--- src/rtl/mf_timekeeper_pkg.sv ---
// Shared types and helpers for the multi-function timekeeper.
// Provides mode encoding, field indices and wrap-around step arithmetic.
package mf_timekeeper_pkg;

  typedef enum logic [1:0] {
    MODE_RTC = 2'b00,
    MODE_SET = 2'b01,
    MODE_SW  = 2'b10,
    MODE_TMR = 2'b11
  } mode_e;

  typedef enum logic [0:0] {
    StIdle,
    StRing
  } ring_state_e;

  localparam int unsigned F_SEC   = 0;
  localparam int unsigned F_MIN   = 1;
  localparam int unsigned F_HOUR  = 2;
  localparam int unsigned SEC_MAX = 60;
  localparam int unsigned MIN_MAX = 60;

  function automatic logic [7:0] wrap_inc(logic [7:0] v, int unsigned modulus);
    return (v >= 8'(modulus - 1)) ? 8'd0 : v + 8'd1;
  endfunction

  function automatic logic [7:0] wrap_dec(logic [7:0] v, int unsigned modulus);
    return (v == 8'd0) ? 8'(modulus - 1) : v - 8'd1;
  endfunction

  // Simultaneous up and down on one field cancel out.
  function automatic logic [7:0] wrap_step(logic [7:0] v, logic up, logic dn,
                                           int unsigned modulus);
    if (up && !dn) return wrap_inc(v, modulus);
    if (dn && !up) return wrap_dec(v, modulus);
    return v;
  endfunction

endpackage

--- src/rtl/hms_counter.sv ---
// Hours/minutes/seconds counter with cascaded tick up/down and per-field
// wrap-around adjust steps (no carry between fields on adjust).
module hms_counter
  import mf_timekeeper_pkg::*;
#(
  parameter int unsigned HOUR_MAX = 24
) (
  input  logic       clk_i,
  input  logic       rst_ni,
  input  logic       tick_up_i,
  input  logic       tick_dn_i,
  input  logic       clr_i,
  input  logic [2:0] inc_i,
  input  logic [2:0] dec_i,
  output logic [7:0] hour_o,
  output logic [7:0] min_o,
  output logic [7:0] sec_o,
  output logic       is_zero_o
);

  logic [7:0] h_q, h_d, m_q, m_d, s_q, s_d;

  always_comb begin
    h_d = h_q;
    m_d = m_q;
    s_d = s_q;
    if (clr_i) begin
      h_d = '0;
      m_d = '0;
      s_d = '0;
    end else if (tick_up_i) begin
      s_d = wrap_inc(s_q, SEC_MAX);
      if (s_q == 8'(SEC_MAX - 1)) begin
        m_d = wrap_inc(m_q, MIN_MAX);
        if (m_q == 8'(MIN_MAX - 1)) h_d = wrap_inc(h_q, HOUR_MAX);
      end
    end else if (tick_dn_i) begin
      s_d = wrap_dec(s_q, SEC_MAX);
      if (s_q == 8'd0) begin
        m_d = wrap_dec(m_q, MIN_MAX);
        if (m_q == 8'd0) h_d = wrap_dec(h_q, HOUR_MAX);
      end
    end else begin
      s_d = wrap_step(s_q, inc_i[F_SEC], dec_i[F_SEC], SEC_MAX);
      m_d = wrap_step(m_q, inc_i[F_MIN], dec_i[F_MIN], MIN_MAX);
      h_d = wrap_step(h_q, inc_i[F_HOUR], dec_i[F_HOUR], HOUR_MAX);
    end
  end

  always_ff @(posedge clk_i or negedge rst_ni) begin
    if (!rst_ni) begin
      h_q <= '0;
      m_q <= '0;
      s_q <= '0;
    end else begin
      h_q <= h_d;
      m_q <= m_d;
      s_q <= s_d;
    end
  end

  assign hour_o    = h_q;
  assign min_o     = m_q;
  assign sec_o     = s_q;
  assign is_zero_o = (h_q == 8'd0) && (m_q == 8'd0) && (s_q == 8'd0);

endmodule

--- src/rtl/mf_timekeeper.sv ---
// Multi-function timekeeper: RTC, stopwatch, countdown timer and alarm bank on one display.
// Define MF_LAP_EN to enable the stopwatch lap-freeze display feature.
module mf_timekeeper
  import mf_timekeeper_pkg::*;
#(
  parameter  int unsigned TICK_DIV   = 50_000_000,
  parameter  int unsigned NUM_ALARMS = 4,
  parameter  int unsigned HOUR_MAX   = 24,
  parameter  int unsigned RING_SECS  = 30,
  localparam int unsigned AW         = (NUM_ALARMS > 1) ? $clog2(NUM_ALARMS) : 1
) (
  input  logic                  clk_i,
  input  logic                  rst_ni,
  input  logic [1:0]            mode_i,
  input  logic [2:0]            adj_inc_i,
  input  logic [2:0]            adj_dec_i,
  input  logic                  start_stop_i,
  input  logic                  clear_i,
  input  logic                  lap_i,
  input  logic                  alarm_wr_i,
  input  logic [AW-1:0]         alarm_idx_i,
  input  logic [7:0]            alarm_hour_i,
  input  logic [7:0]            alarm_min_i,
  input  logic [NUM_ALARMS-1:0] alarm_en_i,
  input  logic                  ring_ack_i,
  output logic                  ring_o,
  output logic                  led_o,
  output logic [7:0]            hour_o,
  output logic [7:0]            minute_o,
  output logic [7:0]            second_o
);

  localparam int unsigned PW = (TICK_DIV > 1) ? $clog2(TICK_DIV) : 1;
  localparam int unsigned RW = $clog2(RING_SECS + 1);

  mode_e mode;
  assign mode = mode_e'(mode_i);

  logic [PW-1:0] pre_q, pre_d;
  logic          tick;
  assign tick  = (pre_q == PW'(TICK_DIV - 1));
  assign pre_d = tick ? '0 : pre_q + PW'(1);

  logic [2:0] inc_prev_q, dec_prev_q, inc_edge, dec_edge;
  logic       ss_prev_q, clr_prev_q, ss_edge, clr_edge;
  assign inc_edge = adj_inc_i & ~inc_prev_q;
  assign dec_edge = adj_dec_i & ~dec_prev_q;
  assign ss_edge  = start_stop_i & ~ss_prev_q;
  assign clr_edge = clear_i & ~clr_prev_q;

  logic       sw_run_q, sw_run_d, tmr_run_q, tmr_run_d, led_q;
  logic [7:0] rtc_h, rtc_m, rtc_s, sw_h, sw_m, sw_s, tmr_h, tmr_m, tmr_s;
  logic       rtc_zero_unused, sw_zero_unused, tmr_zero;
  logic       rtc_tick, set_mode, tmr_adj, tmr_expire;

  assign set_mode   = (mode == MODE_SET);
  assign rtc_tick   = tick & ~set_mode;
  assign tmr_adj    = (mode == MODE_TMR) & ~tmr_run_q;
  assign tmr_expire = tick & tmr_run_q & (tmr_h == 8'd0) & (tmr_m == 8'd0) & (tmr_s == 8'd1);

  hms_counter #(.HOUR_MAX(HOUR_MAX)) u_rtc (
    .clk_i     (clk_i),
    .rst_ni    (rst_ni),
    .tick_up_i (rtc_tick),
    .tick_dn_i (1'b0),
    .clr_i     (1'b0),
    .inc_i     (set_mode ? inc_edge : 3'b000),
    .dec_i     (set_mode ? dec_edge : 3'b000),
    .hour_o    (rtc_h),
    .min_o     (rtc_m),
    .sec_o     (rtc_s),
    .is_zero_o (rtc_zero_unused)
  );

  hms_counter #(.HOUR_MAX(HOUR_MAX)) u_sw (
    .clk_i     (clk_i),
    .rst_ni    (rst_ni),
    .tick_up_i (tick & sw_run_q),
    .tick_dn_i (1'b0),
    .clr_i     (clr_edge & (mode == MODE_SW) & ~sw_run_q),
    .inc_i     (3'b000),
    .dec_i     (3'b000),
    .hour_o    (sw_h),
    .min_o     (sw_m),
    .sec_o     (sw_s),
    .is_zero_o (sw_zero_unused)
  );

  hms_counter #(.HOUR_MAX(HOUR_MAX)) u_tmr (
    .clk_i     (clk_i),
    .rst_ni    (rst_ni),
    .tick_up_i (1'b0),
    .tick_dn_i (tick & tmr_run_q & ~tmr_zero),
    .clr_i     (1'b0),
    .inc_i     (tmr_adj ? inc_edge : 3'b000),
    .dec_i     (tmr_adj ? dec_edge : 3'b000),
    .hour_o    (tmr_h),
    .min_o     (tmr_m),
    .sec_o     (tmr_s),
    .is_zero_o (tmr_zero)
  );

  always_comb begin
    sw_run_d  = sw_run_q;
    tmr_run_d = tmr_run_q;
    if (ss_edge && mode == MODE_SW)  sw_run_d  = ~sw_run_q;
    if (ss_edge && mode == MODE_TMR) tmr_run_d = ~tmr_run_q & ~tmr_zero;
    if (tmr_expire)                  tmr_run_d = 1'b0;
  end

  logic [7:0] sw_disp_h, sw_disp_m, sw_disp_s;
`ifdef MF_LAP_EN
  logic       lap_prev_q, lap_edge, lap_act_q, lap_act_d;
  logic [7:0] lap_h_q, lap_m_q, lap_s_q;
  assign lap_edge = lap_i & ~lap_prev_q;

  always_comb begin
    lap_act_d = lap_act_q;
    if (mode == MODE_SW && sw_run_q) begin
      if (ss_edge)       lap_act_d = 1'b0;
      else if (lap_edge) lap_act_d = ~lap_act_q;
    end
  end

  always_ff @(posedge clk_i or negedge rst_ni) begin
    if (!rst_ni) begin
      lap_prev_q <= 1'b0;
      lap_act_q  <= 1'b0;
      lap_h_q    <= '0;
      lap_m_q    <= '0;
      lap_s_q    <= '0;
    end else begin
      lap_prev_q <= lap_i;
      lap_act_q  <= lap_act_d;
      if (lap_act_d && !lap_act_q) begin
        lap_h_q <= sw_h;
        lap_m_q <= sw_m;
        lap_s_q <= sw_s;
      end
    end
  end

  assign sw_disp_h = lap_act_q ? lap_h_q : sw_h;
  assign sw_disp_m = lap_act_q ? lap_m_q : sw_m;
  assign sw_disp_s = lap_act_q ? lap_s_q : sw_s;
`else
  logic unused_lap;
  assign unused_lap = lap_i;
  assign sw_disp_h  = sw_h;
  assign sw_disp_m  = sw_m;
  assign sw_disp_s  = sw_s;
`endif

  logic [7:0] al_h_q [NUM_ALARMS];
  logic [7:0] al_m_q [NUM_ALARMS];
  logic       al_wr_ok, alarm_hit;
  logic [7:0] nxt_h, nxt_m;
  assign al_wr_ok = alarm_wr_i & (alarm_hour_i < 8'(HOUR_MAX)) & (alarm_min_i < 8'(MIN_MAX));

  // Compare against the RTC value this tick is about to produce (always hh:mm:00).
  always_comb begin
    nxt_m     = wrap_inc(rtc_m, MIN_MAX);
    nxt_h     = (rtc_m == 8'(MIN_MAX - 1)) ? wrap_inc(rtc_h, HOUR_MAX) : rtc_h;
    alarm_hit = 1'b0;
    if (rtc_tick && rtc_s == 8'(SEC_MAX - 1)) begin
      for (int i = 0; i < NUM_ALARMS; i++) begin
        if (alarm_en_i[i] && al_h_q[i] == nxt_h && al_m_q[i] == nxt_m) alarm_hit = 1'b1;
      end
    end
  end

  always_ff @(posedge clk_i or negedge rst_ni) begin
    if (!rst_ni) begin
      for (int i = 0; i < NUM_ALARMS; i++) begin
        al_h_q[i] <= '0;
        al_m_q[i] <= '0;
      end
    end else if (al_wr_ok) begin
      for (int i = 0; i < NUM_ALARMS; i++) begin
        if (alarm_idx_i == AW'(i)) begin
          al_h_q[i] <= alarm_hour_i;
          al_m_q[i] <= alarm_min_i;
        end
      end
    end
  end

  ring_state_e   ring_st_q, ring_st_d;
  logic [RW-1:0] ring_cnt_q, ring_cnt_d;
  logic          ring_trig;
  assign ring_trig = alarm_hit | tmr_expire;

  always_comb begin
    ring_st_d  = ring_st_q;
    ring_cnt_d = ring_cnt_q;
    unique case (ring_st_q)
      StIdle: begin
        if (ring_trig) begin
          ring_st_d  = StRing;
          ring_cnt_d = '0;
        end
      end
      StRing: begin
        if (ring_trig) begin
          ring_cnt_d = '0;
        end else if (ring_ack_i) begin
          ring_st_d = StIdle;
        end else if (tick) begin
          if (ring_cnt_q == RW'(RING_SECS - 1)) ring_st_d = StIdle;
          else                                  ring_cnt_d = ring_cnt_q + RW'(1);
        end
      end
      default: ring_st_d = StIdle;
    endcase
  end

  always_comb begin
    ring_o = (ring_st_q == StRing);
  end

  logic [7:0] disp_h, disp_m, disp_s, hour_q, min_q, sec_q;
  always_comb begin
    disp_h = rtc_h;
    disp_m = rtc_m;
    disp_s = rtc_s;
    unique case (mode)
      MODE_RTC, MODE_SET: ;
      MODE_SW: begin
        disp_h = sw_disp_h;
        disp_m = sw_disp_m;
        disp_s = sw_disp_s;
      end
      MODE_TMR: begin
        disp_h = tmr_h;
        disp_m = tmr_m;
        disp_s = tmr_s;
      end
      default: ;
    endcase
  end

  always_ff @(posedge clk_i or negedge rst_ni) begin
    if (!rst_ni) begin
      pre_q      <= '0;
      inc_prev_q <= '0;
      dec_prev_q <= '0;
      ss_prev_q  <= 1'b0;
      clr_prev_q <= 1'b0;
      sw_run_q   <= 1'b0;
      tmr_run_q  <= 1'b0;
      led_q      <= 1'b0;
      ring_st_q  <= StIdle;
      ring_cnt_q <= '0;
      hour_q     <= '0;
      min_q      <= '0;
      sec_q      <= '0;
    end else begin
      pre_q      <= pre_d;
      inc_prev_q <= adj_inc_i;
      dec_prev_q <= adj_dec_i;
      ss_prev_q  <= start_stop_i;
      clr_prev_q <= clear_i;
      sw_run_q   <= sw_run_d;
      tmr_run_q  <= tmr_run_d;
      led_q      <= sw_run_q | tmr_run_q;
      ring_st_q  <= ring_st_d;
      ring_cnt_q <= ring_cnt_d;
      hour_q     <= disp_h;
      min_q      <= disp_m;
      sec_q      <= disp_s;
    end
  end

  assign led_o    = led_q;
  assign hour_o   = hour_q;
  assign minute_o = min_q;
  assign second_o = sec_q;

endmodule

--- config.mk ---
export PLATFORM = sky130hd
export DESIGN_NAME = mf_timekeeper
export DESIGN_NICKNAME = d
export VERILOG_FILES = /design/src/rtl/mf_timekeeper_pkg.sv /design/src/rtl/hms_counter.sv /design/src/rtl/mf_timekeeper.sv
export SDC_FILE = /design/constraint.sdc
export NUM_CORES = 1
export LEC_CHECK = 0
export ABC_AREA = 1
export CAP_MARGIN = 20
export CORE_MARGIN = 2
export CORE_UTILIZATION = 35
export CTS_CLUSTER_DIAMETER = 50
export DETAILED_ROUTE_END_ITERATION = 7
export PLACE_DENSITY = 0.53
export SLEW_MARGIN = 20
export SYNTH_ARGS = -nofsm -noshare
export SYNTH_HDL_FRONTEND = slang
export SYNTH_SLANG_ARGS = --single-unit
--- constraint.sdc ---
create_clock -name clk_i -period 2.7 [get_ports clk_i]
set_clock_uncertainty 0.15 [all_clocks]
set_input_delay 0.27 -clock clk_i [delete_from_list [all_inputs] [get_ports clk_i]]
set_output_delay 0.27 -clock clk_i [all_outputs]
set_load 0.01 [all_outputs]
### Word level (Yosys, flattened, before mapping)

Index checks and enable logic that the tools add are counted.

* div/mod/pow operators: 0
* equal/unequal tests: 30
* magnitude comparators: 11
* reductions and logical operators: 63
* $add $sub $neg: 17
* multiply operators: 0
* shift-type cells: 0
* bitwise logic cells: 28
* mux-type cells: 122

Operators with widths (count)
* $mux 8: 60
* $add 8x1->8 const B: 9
* $eq 8x8->1: 8
* $ge 8x6->1 const B: 6
* $logic_not 8->1: 6
* $pmux 8 s2: 3
* $sub 8x1->8 const B: 6
* $mux 1: 47
* $eq 8x6->1 const B: 4
* $add 26x1->26 const B: 1
* $eq 26x26->1 const B: 1
* $mux 26: 1
* $logic_and 1x1->1: 25
* $mux 5: 5
* $ge 8x5->1 const B: 3
* $reduce_bool 3->1: 6
* $reduce_and 2->1: 8
* $and 1x1->1: 15
* $logic_not 1->1: 12
* $mux 3: 4
* $pmux 5 s2: 1
* $ne 3x3->1 const B: 3
* $eq 2x2->1 const B: 4
* $eq 8x1->1 const B: 1
* 18 further kinds: 32

* input port bits: 37
* memory bits (writable): 0
* bits in registers: 203
* bits in latches: 0
* memories kept: 0
* bits in read-only memories: 0

### Longest topological paths before layout

Gate-level depths: netlist of the first run.

* depth after elaboration: 14
* mapped depth: 18
* mapped depth without buffers: 17

### By module

From an unflattened synthesis of the first run, not the netlist that was laid out.

* cell total of the unflattened synthesis: 2046
* area total of the unflattened synthesis: 14044.7 µm²

Modules (own cells, without submodules)
* hms_counter: cells each 376, seq. area each 600.6 µm², times used 3, area an instance 2359.8 µm²
* mf_timekeeper: cells each 918, seq. area each 3278.1 µm², times used 1, area an instance 6965.4 µm²

### Least setup slack after synthesis of the first run

Ideal clock, no wire load.

* path kind: register to register
* from: reg u_tmr.m_q[0] (netlist: u_tmr.min_o[0])
* to: reg u_tmr.h_q[5] (netlist: u_tmr.hour_o[5])
* arrival: 1915 ps
* period minus slack after synthesis: 2187 ps
* buffers on the path: 1
* data required time: 2429 ps
* setup slack: 513 ps
* setup time: 121 ps
* stages on the path, launching flop included: 15
* cell sequence: dfrtp_1 -> inv_1 -> ha_1 -> nand2_1 -> nor2_2 -> nand3_1 -> nor2_4 -> nand3_2 -> nand3_1 -> nand2_1 -> o21ai_2 -> inv_1 -> buf_6 -> nand4_1 -> o21ai_1

* longest elaborated chain between the ends: 7

Ends and longest elaborated chain
* from (decl): line hms_counter.sv:21 `logic [7:0] h_q, h_d, m_q, m_d, s_q, s_d;`
* from (signal assigned): line hms_counter.sv:57 `m_q <= m_d;`
* $logic_not 8->1 (*): line hms_counter.sv:41, hms_counter.sv:65
* $logic_and 1x1->1 (2 in a row): line hms_counter.sv:65 `assign is_zero_o = (h_q == 8'd0) && (m_q == 8'd0) && (s_q == 8'd0);`
* $not 1->1: line mf_timekeeper.sv:93 `.tick_dn_i (tick & tmr_run_q & ~tmr_zero),`
* $and 1x1->1: line mf_timekeeper.sv:93
* $ne 2x2->1 (no source line) or $reduce_bool 3->1 (tied branches)
* $reduce_and 3->1 (no source line)
* to (signal assigned): line hms_counter.sv:52 `h_q <= '0;`
* to (signal assigned): line hms_counter.sv:56 `h_q <= h_d;`
* to (decl): line hms_counter.sv:21

Every way passes the cells marked *; elsewhere a longest branch is shown, timed or not.
A chain may end at the register's enable or synchronous reset.

### Worst setup path after layout of the first run

* from: in adj_inc_i[0]
* to: reg u_tmr.s_q[3] (netlist: u_tmr.sec_o[3])

* longest elaborated chain between the ends: 8

Ends and longest elaborated chain
* from (decl): line mf_timekeeper.sv:15 `input logic [2:0] adj_inc_i,`
* $and 3x3->3 (*): line mf_timekeeper.sv:46 `assign inc_edge = adj_inc_i & ~inc_prev_q;`
* $mux 3 (*): line mf_timekeeper.sv:95 `.inc_i (tmr_adj ? inc_edge : 3'b000),`
* $logic_not 1->1: line mf_timekeeper_pkg.sv:35 `if (dn && !up) return wrap_dec(v, modulus);`
* $logic_and 1x1->1: line mf_timekeeper_pkg.sv:35
* $mux 1 or $mux 8 (tied branches): line mf_timekeeper_pkg.sv:35
* $mux 1 or $mux 8 (tied branches): line mf_timekeeper_pkg.sv:35, mf_timekeeper_pkg.sv:36
* $mux 1 or $mux 8 (tied branches): line hms_counter.sv:37, mf_timekeeper_pkg.sv:35
* $reduce_bool 3->1 (no source line) or $mux 8 (tied branches)
* to (signal assigned): line hms_counter.sv:54 `s_q <= '0;`
* to (signal assigned): line hms_counter.sv:58 `s_q <= s_d;`
* to (decl): line hms_counter.sv:21

Every way passes the cells marked *; elsewhere a longest branch is shown, timed or not. The select of a mux whose other input is x is not followed.

==> results.toml, run 1 <==
[critical_path]
path_cells = "dlygate4sd3_1 -> clkdlybuf4s50_1 -> inv_1 -> nor2_1 -> inv_1 -> nor2_1 -> inv_1 -> ha_1 -> nand2_1 -> inv_1 -> a21oi_1 -> o21ai_0 -> o21ai_0"
reg2reg_from = "u_rtc.min_o[0]"
worstPathMaxFanout = 6
cp_num_cells = 13
reg2reg_depth = 16
end_kind = "flip-flop"
regToRegSetupSlack_ps = 200
required_ps = 3030
cp_num_buf_inv = 6
path_class = "in -> reg"
critPathTopFamily = "buffers and inverters"
arrival_ps = 2850
crit_top_cell = "inv_1"
slowest_stage = "dlygate4sd3_1"
r2r_end = "ring_cnt_q[1]"
max_stage_delay_ps = 530
startpoint_type = "input pin"

[routing]
wl_per_cell_um = 14.6
wl_um = 31500
avgViaCountPerCell = 4.84
firstDrtPassIters = 5
drt_iter0_drc = 561
drtAntennaViolNets = 0
drc = 0
vias = 10449

[layout]
final_area_um2 = 14700
nNetsFinal = 1751
stdcell_count = 2157
reg_top3 = "al_h_q: 32 flops, al_m_q: 32 flops, pre_q: 26 flops"
fin_util = 0.440
syn_to_final_growth_pct = 24.7
drive_above_1_share = 0.128
fillCellCount = 3428
diodes = 0

[synth]
yosys_register_bits = 203
synth-edff-count = 0
yosysUniqueCellTypes = 56
synthTopCellsByCount = "nand2_1 (319), inv_1 (233), dfrtp_1 (203)"
yosysTopAreaCell = "dfrtp_1"
async_flop_share = 1.00
ys.flop_type = "dfrtp_1"
ys_seq_area_frac = 0.431
avgSynthCellArea_um2 = 7.65
syn_area_um2 = 11800
yosysTopAreaCellShare = 0.431
synthCells = 1541
synth_most_common_cell = "nand2_1"
synthTopCellsByArea = "dfrtp_1 (43%), nand2_1 (10%), inv_1 (7.4%)"
synth.net_count = 1607
synth-warning-count = 0

[floorplan]
die_x_um = 188
start_util = 0.353
pin_count = 63
design.die.area_um2 = 35200
die_h_um = 188
core_area_um2 = 33400
fp-row-count = 67

[clock_network]
cts_tree = "done"
clk_latency_ps = 580
cts_buffer_depth = 3
path_clk_slew_ps = 60
root_buffer = "clkbuf_16"
cts.sinks = 203
cts_buffers = 30
htreeDepth = 1

[pwr]
power.density_nw_per_um2 = 878
power.net_switching_mw = 4.63
finalPower_mw = 12.9
power.internal_mw = 8.28
comb_power_share = 0.335
power_frac_seq = 0.316
clkPwrFrac = 0.349
sw_frac_of_total = 0.359
leakage_nw = 6.99
peakVddDrop_uv = 500

[flow_run]
cap_viol_max_count = 0

[timing]
hold_ws_ps = 34.3
setup_tns_ps = 0
setup_ws_ps = 186
setup_viol = 0
slew_violations = 0
maxSlewHeadroom = 0.569
tightest_slew_ps = 646
fmax_mhz = 398
min_period_over_period = 0.931
fin_crit_ps = 2510
finalHoldViolCount = 0

[global_route]
grt_pass1_wl_um = 52400
grt_max_degree = 71
grt_pass1_vias = 10211
grt_overflow = 0
antenna_found_initial = 0
grt.total_usage = 0.181

[hold_path]
hold-path-endpoint = "dec_prev_q[0]"
hp-start = "adj_dec_i[0]"
worstHoldPathType = "in -> reg"
hold_depth = 1

[status]
status = "finished clean"

[placed_design]
place_area_um2 = 13300
gp_congestion = 0.900
dp.cells = 2084
place_ws_ps = 59.4
portBuffers = 61
dp_hpwl_um = 23500
what timing repair did:
action,in CTS,in global routing
resized for setup,0,22
hold buffers,5,0
setup buffers,0,12
endpoints found under the hold margin,70,0
endpoints found under the setup margin,0,17
power by group through the flow:
stage,registers (mW),clock network (mW),logic (mW)
final,4.08,4.51,4.32
after detailed placement,4.12,0,4.19
after global placement,4.12,0,4.16
after global routing,4.15,4.76,4.91
after CTS,4.07,4.61,4.22
after floorplan,4.01,0,2.84
worst max path at each step:
stage               startpoint               to  slack, ps
5_1_grt        u_rtc.hour_o[1]    ring_cnt_q[1]         -8
3_5_place_dp         mode_i[0]   u_tmr.min_o[6]         60
2_1_floorplan   u_tmr.min_o[0]  u_tmr.hour_o[5]        510
3_3_place_gp         mode_i[0]   u_tmr.min_o[6]        130
4_1_cts        u_rtc.hour_o[1]    ring_cnt_q[1]        100
6_report          adj_inc_i[0]   u_tmr.sec_o[3]        190
final cells by class:
type                       instances  area, um2  share of cell area
sequential                       203       5080               0.346
clock buffer                      36        823              0.0560
timing repair buffer             146       1300              0.0886
inverter                         248        932              0.0634
clock inverter                    20        357              0.0243
tap                              448        561              0.0381
multi-input combinational       1056       5640               0.384
kinds of logic after synthesis:
| logic type | after synthesis | synth area share |
|---|---|---|
| compound gates | 260 | 0.131 |
| xor+xnor | 43 | 0.0319 |
| fa+ha+maj | 29 | 0.0308 |
| buf+inv | 282 | 0.0961 |
| flops | 203 | 0.431 |
| mux | 1 | 0.000849 |
| simple gates | 723 | 0.279 |
routing by layer:
| metal | GRT usage | part of all wire | up-vias |
|---|---|---|---|
| met2 | 0.290 | 0.45 | 168 |
| met5 | 0 | 0 | - |
| li1 | - | - | 5327 |
| met1 | 0.255 | 0.49 | 4907 |
| met4 | 0.0509 | 0.024 | 0 |
| met3 | 0.0258 | 0.036 | 47 |
cell usage in the layout (no fill, tap or decap), types with 4 or more instances in the layout:
| master | Yosys | layout |
|---|---|---|
| a22oi_1 | 5 | 5 |
| o21ai_1 | 10 | 11 |
| ha_1 | 29 | 28 |
| clkbuf_8 | 1 | 6 |
| nand3b_1 | 23 | 23 |
| nor2_4 | 6 | 6 |
| xnor2_1 | 10 | 10 |
| buf_4 | 2 | 77 |
| nor4_1 | 8 | 7 |
| clkbuf_16 | 0 | 30 |
| nand2_2 | 15 | 23 |
| dlygate4sd3_1 | 0 | 5 |
| nand3_1 | 99 | 95 |
| inv_2 | 12 | 13 |
| nor3b_1 | 4 | 4 |
| xor2_1 | 33 | 33 |
| nand3_2 | 4 | 8 |
| nor2_2 | 11 | 14 |
| o22ai_1 | 10 | 10 |
| dfrtp_1 | 203 | 203 |
| inv_1 | 233 | 232 |
| o31ai_1 | 4 | 4 |
| nand2_1 | 319 | 311 |
| bufinv_16 | 0 | 8 |
| clkdlybuf4s50_1 | 0 | 60 |
| nor3_1 | 37 | 37 |
| o211ai_1 | 10 | 10 |
| nor2_1 | 158 | 155 |
| clkinvlp_4 | 0 | 4 |
| a21oi_1 | 60 | 60 |
| nand4_1 | 24 | 24 |
| o21ai_0 | 104 | 103 |
| o221ai_1 | 23 | 23 |
| a31oi_1 | 16 | 16 |
Power figures use the tool's default switching activity.
==> run 2, diff against run 1 <==
--- a/config.mk
+++ b/config.mk
@@ -11,6 +11,7 @@
 export CORE_UTILIZATION = 35
 export CTS_CLUSTER_DIAMETER = 50
 export DETAILED_ROUTE_END_ITERATION = 7
+export GPL_TIMING_DRIVEN = 0
 export PLACE_DENSITY = 0.53
 export SLEW_MARGIN = 20
 export SYNTH_ARGS = -nofsm -noshare
==> run 2 against run 1 <==
Clock power down 8.0%. Final cell count decreased by 1.3%. Count of clock-buffer cells in the layout fell by 1. Wire length increased by 1.9%. Non-clock buffer count down 30. Combinational power barely moved. Critical path depth decreased by 2. Highest routed layer unchanged.
==> results.toml, run 2 (synthesis results as in run 1) <==
[status]
status = "finished clean"

[layout]
stdcell_count = 2129
reg_top3 = "al_h_q: 32 flops, al_m_q: 32 flops, pre_q: 26 flops"
mostFrequentLayoutCells = "nand2_1 (308), inv_1 (231), dfrtp_1 (201)"
multi_input_area_um2 = 5760
nNetsFinal = 1723
final_area_um2 = 14400
syn_to_final_growth_pct = 22.5
drive_above_1_share = 0.115
diodes = 0
fillCellCount = 3454
regArea_um2 = 5080
layout_commonest_cell = "nand2_1"

[timing]
fmax_mhz = 393
slew_violations = 0
fin_crit_ps = 2540
finalHoldViolCount = 0
tightest_slew_ps = 618
setup_tns_ps = 0
setup_ws_ps = 156
maxSlewHeadroom = 0.588
min_period_over_period = 0.942
setup_viol = 0

[global_route]
grt.total_usage = 0.182
antenna_found_initial = 0
grt_pass1_vias = 9986
grt_max_degree = 79
grt_overflow = 0
grt_pass1_wl_um = 52600

[critical_path]
end_kind = "flip-flop"
path_class = "in -> reg"
regToRegSetupSlack_ps = 180
required_ps = 3020
path_cells = "dlygate4sd3_1 -> buf_2 -> inv_2 -> nand2_1 -> nor3_2 -> inv_1 -> nor2_1 -> inv_1 -> o22ai_1 -> nand2_1 -> a31oi_1"
startpoint_type = "input pin"
arrival_ps = 2860
max_stage_delay_ps = 530
slowest_stage = "dlygate4sd3_1"
worstPathMaxFanout = 7

[placed_design]
dp_hpwl_um = 23800
dp.cells = 2051
gp_congestion = 0.889
place_area_um2 = 13000
place_ws_ps = -130
portBuffers = 60

[clock_network]
cts_buffers = 31
cts_tree = "done"
cts.sinks = 203
path_clk_slew_ps = 60
cts_buffer_depth = 3
htreeDepth = 1
root_buffer = "clkbuf_16"
clk_latency_ps = 590

[routing]
wl_per_cell_um = 15.1
wl_um = 32100
vias = 10498
drc = 0
drtAntennaViolNets = 0
avgViaCountPerCell = 4.93
drt_iter0_drc = 648
firstDrtPassIters = 7

[pwr]
finalPower_mw = 12.5
power.density_nw_per_um2 = 865
peakVddDrop_uv = 496
leakage_nw = 6.78

[floorplan]
fp-row-count = 67
start_util = 0.353
design.die.area_um2 = 35200
core_area_um2 = 33400
die_x_um = 188
die_h_um = 188
pin_count = 63

[hold_path]
worstHoldPathType = "in -> reg"

[flow_run]
cap_viol_max_count = 0
-- run 2: worst max-delay path, delay by kind of cell --
kind | cells | cell delay [ps]
compound gates | 2 | 340
simple gates | 4 | 1160
buf+inv | 5 | 1090
-- run 2: per-layer routing --
layer	track usage	wire (um)	share of wire
met2	0.292	14600	0.46
met1	0.259	15600	0.49
met3	0.0298	1290	0.040
met5	0	0	0
met4	0.0382	550	0.017
-- run 2: worst paths after layout --
| kind | startpoint | endpoint | depth (start not counted) |
|---|---|---|---|
| max in group asynchronous | rst_ni | al_m_q[1] | 4 |
| max reg2reg | u_rtc.min_o[0] | ring_cnt_q[4] | 16 |
| min in group asynchronous | rst_ni | second_o[2] | 2 |
| min | adj_dec_i[2] | dec_prev_q[2] | 1 |
| min reg2reg | pre_q[0] | pre_q[0] | 1 |
| max | mode_i[1] | u_rtc.hour_o[3] | 11 |
-- run 2: report_power, final --
group          internal, mW  switching (mW)  total (mW)
registers              3.57           0.477        4.04
logic                  1.66            2.63        4.29
clock network          2.57            1.58        4.15
-- run 2: area by class of cell --
class,count,area share
multi-input cells,1057,0.399
flip-flops and latches,203,0.352
inverters,248,0.0647
repair buffers,83,0.0574
clock buffers,35,0.0561
well taps,448,0.0388
clock inverters,22,0.0187
plain buffers,33,0.0135
-- run 2: metrics by stage --
step / util / hold WS, ps
5_1_grt: 0.433 / 17.3
4_1_cts: 0.424 / 1.55
6_report: 0.433 / 22.0
3_5_place_dp: 0.390 / 158
3_3_place_gp: 0.388 / 296
2_1_floorplan: - / -176
-- run 2: repair_timing --
action                                 CTS  global route
setup buffers                            0            17
endpoints found under the hold margin   83             0
resized for setup                        9            40
gates cloned                             1             0
setup endpoints to repair               12            59
hold buffers                             4             0
pin swaps                                2            10
